`src/rtl/qspi_xfer_sched.sv`:
```
// Single-lane SPI flash transaction engine shared by two requesters with
// round-robin arbitration; mode-0 SCLK derived from clk.
module qspi_xfer_sched #(
  parameter int DIV = 2,
  parameter int CSH = 4
) (
  input  logic        clk,
  input  logic        rst_n,
  input  logic [1:0]  req,
  input  logic [15:0] req_op,
  input  logic [47:0] req_addr,
  input  logic [1:0]  req_has_addr,
  input  logic [7:0]  req_dummy,
  input  logic [1:0]  req_wr,
  input  logic [17:0] req_len,
  output logic [1:0]  gnt,
  input  logic [7:0]  wr_data,
  output logic        wr_ready,
  output logic [7:0]  rd_data,
  output logic        rd_valid,
  output logic        done,
  output logic        sclk,
  output logic        ce,
  output logic        dout,
  input  logic        din
);

  localparam logic [2:0] S_IDLE  = 3'd0;
  localparam logic [2:0] S_CMD   = 3'd1;
  localparam logic [2:0] S_ADDR  = 3'd2;
  localparam logic [2:0] S_DUMMY = 3'd3;
  localparam logic [2:0] S_DATA  = 3'd4;
  localparam logic [2:0] S_END   = 3'd5;
  localparam logic [2:0] S_CSH   = 3'd6;

  localparam int DW = (DIV > 1) ? $clog2(DIV) : 1;
  localparam int CW = (CSH > 1) ? $clog2(CSH) : 1;

  logic [2:0]    state;
  logic [2:0]    nxt_phase;
  logic [DW-1:0] div_cnt;
  logic [CW-1:0] csh_cnt;
  logic          last;
  logic [4:0]    bitcnt;
  logic [8:0]    bytecnt;
  logic [23:0]   sh;
  logic [7:0]    rsh;
  logic [23:0]   f_addr;
  logic          f_has_addr;
  logic [3:0]    f_dummy;
  logic          f_wr;
  logic [8:0]    f_len;

  logic          win;
  logic [7:0]    op_sel;
  logic [23:0]   addr_sel;
  logic          has_addr_sel;
  logic [3:0]    dummy_sel;
  logic          wr_sel;
  logic [8:0]    len_sel;

  // Requester 1 wins when alone, or on contention when requester 0 was granted last.
  always_comb begin
    win          = req[1] & (~req[0] | ~last);
    op_sel       = win ? req_op[15:8]    : req_op[7:0];
    addr_sel     = win ? req_addr[47:24] : req_addr[23:0];
    has_addr_sel = win ? req_has_addr[1] : req_has_addr[0];
    dummy_sel    = win ? req_dummy[7:4]  : req_dummy[3:0];
    wr_sel       = win ? req_wr[1]       : req_wr[0];
    len_sel      = win ? req_len[17:9]   : req_len[8:0];
  end

  always_comb begin
    nxt_phase = S_END;
    case (state)
      S_CMD:   nxt_phase = f_has_addr ? S_ADDR :
                           (f_dummy != 4'd0) ? S_DUMMY :
                           (f_len != 9'd0) ? S_DATA : S_END;
      S_ADDR:  nxt_phase = (f_dummy != 4'd0) ? S_DUMMY :
                           (f_len != 9'd0) ? S_DATA : S_END;
      S_DUMMY: nxt_phase = (f_len != 9'd0) ? S_DATA : S_END;
      default: nxt_phase = S_END;
    endcase
  end

  always_ff @(posedge clk or negedge rst_n) begin
    if (!rst_n) begin
      state      <= S_IDLE;
      div_cnt    <= '0;
      csh_cnt    <= '0;
      last       <= 1'b1;
      bitcnt     <= '0;
      bytecnt    <= '0;
      sh         <= '0;
      rsh        <= '0;
      f_addr     <= '0;
      f_has_addr <= 1'b0;
      f_dummy    <= '0;
      f_wr       <= 1'b0;
      f_len      <= '0;
      gnt        <= '0;
      wr_ready   <= 1'b0;
      rd_data    <= '0;
      rd_valid   <= 1'b0;
      done       <= 1'b0;
      sclk       <= 1'b0;
      ce         <= 1'b1;
      dout       <= 1'b0;
    end else begin
      wr_ready <= 1'b0;
      rd_valid <= 1'b0;
      done     <= 1'b0;
      case (state)
        S_IDLE: begin
          if (req != 2'b00) begin
            gnt        <= win ? 2'b10 : 2'b01;
            last       <= win;
            f_addr     <= addr_sel;
            f_has_addr <= has_addr_sel;
            f_dummy    <= dummy_sel;
            f_wr       <= wr_sel;
            f_len      <= len_sel;
            sh         <= {op_sel, 16'h0000};
            dout       <= op_sel[7];
            bitcnt     <= 5'd7;
            div_cnt    <= '0;
            sclk       <= 1'b0;
            ce         <= 1'b0;
            state      <= S_CMD;
          end
        end
        S_CMD, S_ADDR, S_DUMMY, S_DATA: begin
          if (div_cnt == DW'(DIV - 1)) begin
            div_cnt <= '0;
            sclk    <= ~sclk;
            if (!sclk) begin
              if (state == S_DATA && !f_wr) begin
                rsh <= {rsh[6:0], din};
                if (bitcnt == 5'd0) begin
                  rd_data  <= {rsh[6:0], din};
                  rd_valid <= 1'b1;
                end
              end
            end else if (bitcnt != 5'd0) begin
              bitcnt <= bitcnt - 5'd1;
              sh     <= {sh[22:0], 1'b0};
              dout   <= sh[22];
            end else if (state == S_DATA && bytecnt != 9'd0) begin
              bytecnt <= bytecnt - 9'd1;
              bitcnt  <= 5'd7;
              if (f_wr) begin
                sh       <= {wr_data, 16'h0000};
                dout     <= wr_data[7];
                wr_ready <= 1'b1;
              end else begin
                sh   <= '0;
                dout <= 1'b0;
              end
            end else begin
              state <= nxt_phase;
              case (nxt_phase)
                S_ADDR: begin
                  sh     <= f_addr;
                  dout   <= f_addr[23];
                  bitcnt <= 5'd23;
                end
                S_DUMMY: begin
                  sh     <= '0;
                  dout   <= 1'b0;
                  bitcnt <= {1'b0, f_dummy} - 5'd1;
                end
                S_DATA: begin
                  bitcnt  <= 5'd7;
                  bytecnt <= f_len - 9'd1;
                  if (f_wr) begin
                    sh       <= {wr_data, 16'h0000};
                    dout     <= wr_data[7];
                    wr_ready <= 1'b1;
                  end else begin
                    sh   <= '0;
                    dout <= 1'b0;
                  end
                end
                default: begin
                  sh   <= '0;
                  dout <= 1'b0;
                end
              endcase
            end
          end else begin
            div_cnt <= div_cnt + DW'(1);
          end
        end
        S_END: begin
          ce      <= 1'b1;
          done    <= 1'b1;
          gnt     <= '0;
          csh_cnt <= CW'(CSH - 1);
          state   <= S_CSH;
        end
        S_CSH: begin
          if (csh_cnt == '0) state <= S_IDLE;
          else csh_cnt <= csh_cnt - CW'(1);
        end
        default: state <= S_IDLE;
      endcase
    end
  end

endmodule
```
`config.mk`:
```
export PLATFORM = sky130hd
export DESIGN_NAME = qspi_xfer_sched
export DESIGN_NICKNAME = d
export VERILOG_FILES = /design/src/rtl/qspi_xfer_sched.sv
export SDC_FILE = /design/constraint.sdc
export NUM_CORES = 1
export LEC_CHECK = 0
export ABC_CLOCK_PERIOD_IN_PS = 3590
export CORE_MARGIN = 1.5
export CORE_UTILIZATION = 51
export CTS_BUF_LIST = sky130_fd_sc_hd__clkbuf_4 sky130_fd_sc_hd__clkbuf_8 sky130_fd_sc_hd__clkbuf_16
export DETAILED_ROUTE_END_ITERATION = 12
export PLACE_DENSITY_LB_ADDON = 0.12
export SLEW_MARGIN = 5
export SYNTH_ARGS = -nofsm -noshare
export SYNTH_HDL_FRONTEND = slang
export SYNTH_SLANG_ARGS = --single-unit
```
`constraint.sdc`:
```
create_clock -name clk -period 3.59 [get_ports clk]
set_clock_uncertainty 0.1 [all_clocks]
set_input_delay 0.359 -clock clk [delete_from_list [all_inputs] [get_ports clk]]
set_output_delay 0.359 -clock clk [all_outputs]
set_load 0.02 [all_outputs]
```
# Yosys cells after proc, flatten, opt, wreduce, memory -nomap -nowiden
# Cells that the tools add are included.
# word_totals
register_bits,106
in_bits,107
output_inout_bits,16
word_cells,143
# classes
addsub,6
n_eq_ne,17
muxes,66
bitwise_logic,6
n_reduce_logical,27
# ops
operator,n
$mux W23,6
$pmux W23 S2,2
$mux W9,3
$mux W1,25
$mux W5,5
$mux W24,1
$mux W3,8
$reduce_bool A9 Y1,2
$sub A9 B1 Y9 const B,2
$pmux W5 S3,1
$reduce_and A5 Y1,3
$ne A2 B2 Y1 const B,7
$eq A3 B2 Y1 const B,4
$eq A3 B3 Y1 const B,4
$pmux W3 S4,1
$pmux W1 S2,5
$pmux W5 S2,1
$reduce_bool A2 Y1,5
$pmux W3 S3,1
$mux W8,1
$pmux W2 S2,2
$reduce_and A2 Y1,4
$reduce_and A4 Y1,2
$mux W2,3
20 further kinds,24

# Logic depth before layout (Yosys ltp)
# logic_depth
depth_word,12
depth_mapped,12
depth_no_buf,10

# Worst setup path before layout
# No wires, ideal clock.
# synth_timing
path_kind,register to register
startpoint,register bytecnt[5]
endpoint,register bytecnt[8]
setup_ns,0.124
arrival_time_ns,3.061
t_required_ns,3.366
path_slack_ns,0.304
stages_incl_launch_ff,13
path_buffers,2
period_less_slack_ns,3.286
cell_sequence,dfrtp_1 -> clkbuf_1 -> nor4_2 -> a31o_2 -> buf_1 -> mux2i_1 -> ha_1 -> nor4b_1 -> and4_1 -> a221oi_1 -> nor4_1 -> mux2i_1 -> o21ai_1
# synth_via
elab_chain_cells,4
elab_cells_between_ends,6
cone_classes,add/sub: 1; mux: 1; reduce/logical: 4
# synth_rtl
item,line_no,rtl
start: declaration,45,logic [8:0] bytecnt;
start signal: assignment,149,bytecnt <= bytecnt - 9'd1;
start signal: assignment,174,bytecnt <= f_len - 9'd1;
branches (longest 4 deep; another with $sub A9 B1 Y9),--,
# Several ways; the timed one is not identified.
# A chain may end at the register's enable or synchronous reset.

# Worst setup path after layout
# layout_timing
startpoint,register state[1]
endpoint,register bytecnt[8]
# layout_via
elab_chain_cells,5
elab_cells_between_ends,11
cone_classes,eq/ne: 5; mux: 2; reduce/logical: 4
# layout_rtl
item,line_no,rtl
start: declaration,39,logic [2:0] state;
start signal: assignment,160,state <= nxt_phase;
$eq A3 B2 Y1 or $eq A3 B1 Y1 (tied branches),"75, 113",
$pmux W3 S3,75,case (state)
$eq A3 B3 Y1,161,case (nxt_phase)
$reduce_bool A2 Y1 (no line),--,
$reduce_and A5 Y1 (no line),--,
# Parallel ways exist; a longest one is shown, timed or not.

==> impl_results.md <==
- Status: finished clean
- Comb pwr share: 46.1%
- Flop pwr share: 40.0%
- H-tree levels: 3
- Clock share of power: 13.9%
- Synthesized Nets: 770
- Slew Limit Fails: 0
- P_int: approximately 3000 µW
- Setup_tns: 0 ns
- CTS clk-pin slew, worst paths: about 0.10 ns
- Post-synth top flop: dfrtp_1
- Crit-path most repeated cell: mux2i_1
- Slew HR: ~33%
- Synth cell count leaders: nand2_1 (145), dfrtp_1 (104), nor2_1 (91), a31oi_1 (51), a21oi_1 (39)
- GRT Overall Usage: between 20% and 30%
- EDFF count, synth: 0
- CP top delay family: simple AND/OR/NAND/NOR gates
- Synth Register Bits: 106
- Gr ovfl total: 0
- Final Hold Fails: 0
- Worst-Skew Late Latency: between 0.3 and 0.4 ns
- Initial antenna violation count: 0
- Cts repair resizes: 0
- Post-synthesis cell type count: about 70
- Post-Place Cells: 894
- WHS Path Cells: 2
- Num ports: roughly 120
- Clk sinks: between 100 and 150
- Synthesis Warnings: 0
- First-pass GRT wire length: 23700 µm
- Hold_sp: rd_data[2]
- Die ar.: 11700 µm²
- CTS root buffer: clkbuf_8
- Cell Area, Synth: 5640 µm²
- Starting Density: about 52%
- Syn_area_per_cell: approximately 8.6 µm²
- Minimum clock period: around 3.3 ns
- Initial DRC Count: 354
- Post-CTS setup buffer count: 0
- Max Fclk: around 0.3 GHz
- Final std cells w/o fill: 911
- Worst setup EP type: flop
- Worst path cell trace: or3b_2 > a31o_2 > mux2i_1 > ha_1 > nor4b_1 > and4_1 > a221oi_1 > nor4_1 > mux2i_1 > o21ai_1
- Most common cell in the netlist: nand2_1
- # port buffers: around 120
- Router iterations before antenna repair: 5
- CP peak stage delay: 0.61 ns
- Worst Tran Pin Value: 1.00 ns
- CTS tree: done
- Sequential area share after synthesis: 47.1%
- Net Sw Frac: between 40% and 50%
- Post-detail-place hpwl: roughly 10000 µm
- Maxcap violations: 0
- CP max FO: 12
- Antenna Nets Post-Route: 0
- Leakage power: between 0.003 and 0.004 µW
- Power Total: 5070 µW
- Maximum buffer depth of the clock tree: 2
- WHS Endpoint: rd_data[2]
- Final setup vio count: 0
- Ys async rst share: 100%
- Avg Vias per Cell: roughly 5.7
- Fin crit share: a little over 90%
- Worst Reg-to-Reg Cells: 10
- Worst EP required: 3.76 ns
- Core area: ~11000 µm²
- Synth area leaders: dfrtp_1 (46%), nand2_1 (9.6%), nor2_1 (6.1%), a31oi_1 (5.7%), a21oi_1 (3.5%)
- Critical path buffers and inverters: 0
- Top cell type's share of synthesized area: 46.1%
- Max VDD drop: 345 µV
- Diode count: 0
- Vias in the first global route: 4973
- Mapped Cells: 659
- RSZ-0062 raised after global routing: false
- Reg2reg setup slack: ~0.3 ns
- Power Dens Cells: 705 nW/µm²
- Largest net degree at the start of global routing: 57
- Worst r2r src: state[1]
- Drt wl/cell: between 15 and 20 µm
- Critical path type: reg -> reg
- Die Y: 108 µm
- Synth area leader: dfrtp_1
- Die width: 108 µm
- Crit path DAT: 3.46 ns
- Routed WL: 14400 µm
- Final net count: a little under 900
- Area Overhead vs Synth: 27.6%
- Share of cells above drive strength 1: 8.17%
- Reg2reg end: bytecnt[8]
- Gp weighted congestion: slightly below 0.9
- Worst Setup Start Kind: flop
- CTS Buf Count: 9
- Detailed-route DRC error count: 0
- # fillers: 919
- CP max stage cell: or3b_2
- Hold Crit Class: reg -> reg
- Core Rows: 38
- Vias: slightly above 5000
- Switching Power: 2120 µW
-- state kept, by name, indices dropped and copies added (netlist names), 2 cells and up --
signal   count
rd_data      8
state        3
f_len        9
f_dummy      4
f_addr      24
bitcnt       5
rsh          7
sh          23
bytecnt      9
csh_cnt      2
gnt          2
-- per-stage QoR --
| stage | instance area, µm² | utilization [%] | hold WS [ns] | worst slack (ns) |
|---|---|---|---|---|
| 3_3_place_gp | 7000 | 64.9 | 0.336 | 0.472 |
| 4_1_cts | 7200 | 66.7 | 0.386 | 0.331 |
| 3_5_place_dp | 7000 | 64.9 | 0.333 | 0.348 |
| 2_1_floorplan | 5640 | - | -0.0366 | 0.304 |
| 6_report | 7200 | 66.7 | 0.382 | 0.297 |
| 5_1_grt | 7200 | 66.7 | 0.401 | 0.0614 |
-- placed cells by master (no fill, tap or decap), types with 4 or more instances in the layout --
| master | netlist | routed |
|---|---|---|
| clkbuf_8 | 0 | 10 |
| xnor2_1 | 4 | 4 |
| nor4_1 | 4 | 4 |
| mux2i_1 | 8 | 8 |
| nand4_1 | 4 | 4 |
| inv_1 | 11 | 11 |
| o21ai_0 | 10 | 10 |
| nand2_1 | 145 | 145 |
| clkdlybuf4s50_1 | 0 | 121 |
| nand2b_1 | 5 | 5 |
| buf_4 | 1 | 16 |
| mux2_2 | 7 | 7 |
| nand3_1 | 7 | 7 |
| and2_1 | 5 | 5 |
| or3_1 | 4 | 4 |
| a21oi_1 | 39 | 39 |
| a221oi_1 | 9 | 9 |
| nor3_1 | 9 | 9 |
| a22oi_1 | 15 | 15 |
| o21ai_1 | 8 | 8 |
| nor2_1 | 91 | 90 |
| ha_1 | 4 | 4 |
| a31oi_1 | 51 | 51 |
| dfrtp_1 | 104 | 104 |
-- logic make-up after synthesis --
group / after synthesis / share of synthesized area [%]
buffers and inverters: 55 / 4.10
multiplexers: 15 / 2.82
AO/OA/AOI/OAI: 174 / 21.0
AND/OR/NAND/NOR: 299 / 23.2
adder cells (fa/ha/maj): 4 / 0.887
XOR/XNOR: 6 / 0.931
flip-flops: 106 / 47.1
-- worst max-delay path by stage --
stage	from	endpoint	slack, ns	depth (start not counted)
after floorplan	bytecnt[5]	bytecnt[8]	0.30	12
after global placement	state[1]	bytecnt[8]	0.47	10
after detailed placement	state[1]	bytecnt[8]	0.35	10
after CTS	state[1]	bytecnt[8]	0.33	10
after global routing	state[1]	bytecnt[8]	0.06	10
final	state[1]	bytecnt[8]	0.30	10
-- power groups by stage --
stage / logic [µW] / registers [µW] / clock network [µW]
global route: 2650 / 2090 / 768
CTS: 2350 / 2030 / 726
global placement: 2280 / 2030 / 0
detailed placement: 2340 / 2050 / 0
finish: 2340 / 2030 / 705
floorplan: 1710 / 1970 / 0
-- area by class of cell --
cell class | instances | area (µm²) | area share, %
multi-input combinational | 498 | 2780 | 38.6
timing repair buffer | 139 | 1360 | 18.9
tap | 140 | 175 | 2.43
inverter | 12 | 45.0 | 0.626
clock inverter | 3 | 25.0 | 0.348
sequential | 106 | 2660 | 36.9
clock buffer | 13 | 160 | 2.22
-- worst register-to-register path: stages (launching register included) --
cell	delay, ns
dfrtp_1	0.38
or3b_2	0.61
a31o_2	0.30
mux2i_1	0.21
ha_1	0.30
nor4b_1	0.24
and4_1	0.23
a221oi_1	0.08
nor4_1	0.44
mux2i_1	0.22
o21ai_1	0.07
-- routing by layer --
metal | global-route usage (%) | up-vias | part of all wire (%)
li1 | - | 2534 | -
met1 | 33.5 | 2478 | 43
met2 | 43.4 | 147 | 49
met3 | 4.70 | 22 | 6.1
met4 | 8.93 | 0 | 1.7
met5 | 0 | - | 0
-- timing repair --
| action | CTS | global route |
|---|---|---|
| hold endpoints to repair | 48 | 0 |
| hold buffers | 1 | 0 |
| setup endpoints to repair | 0 | 0 |
Power figures use the tool's default switching activity.
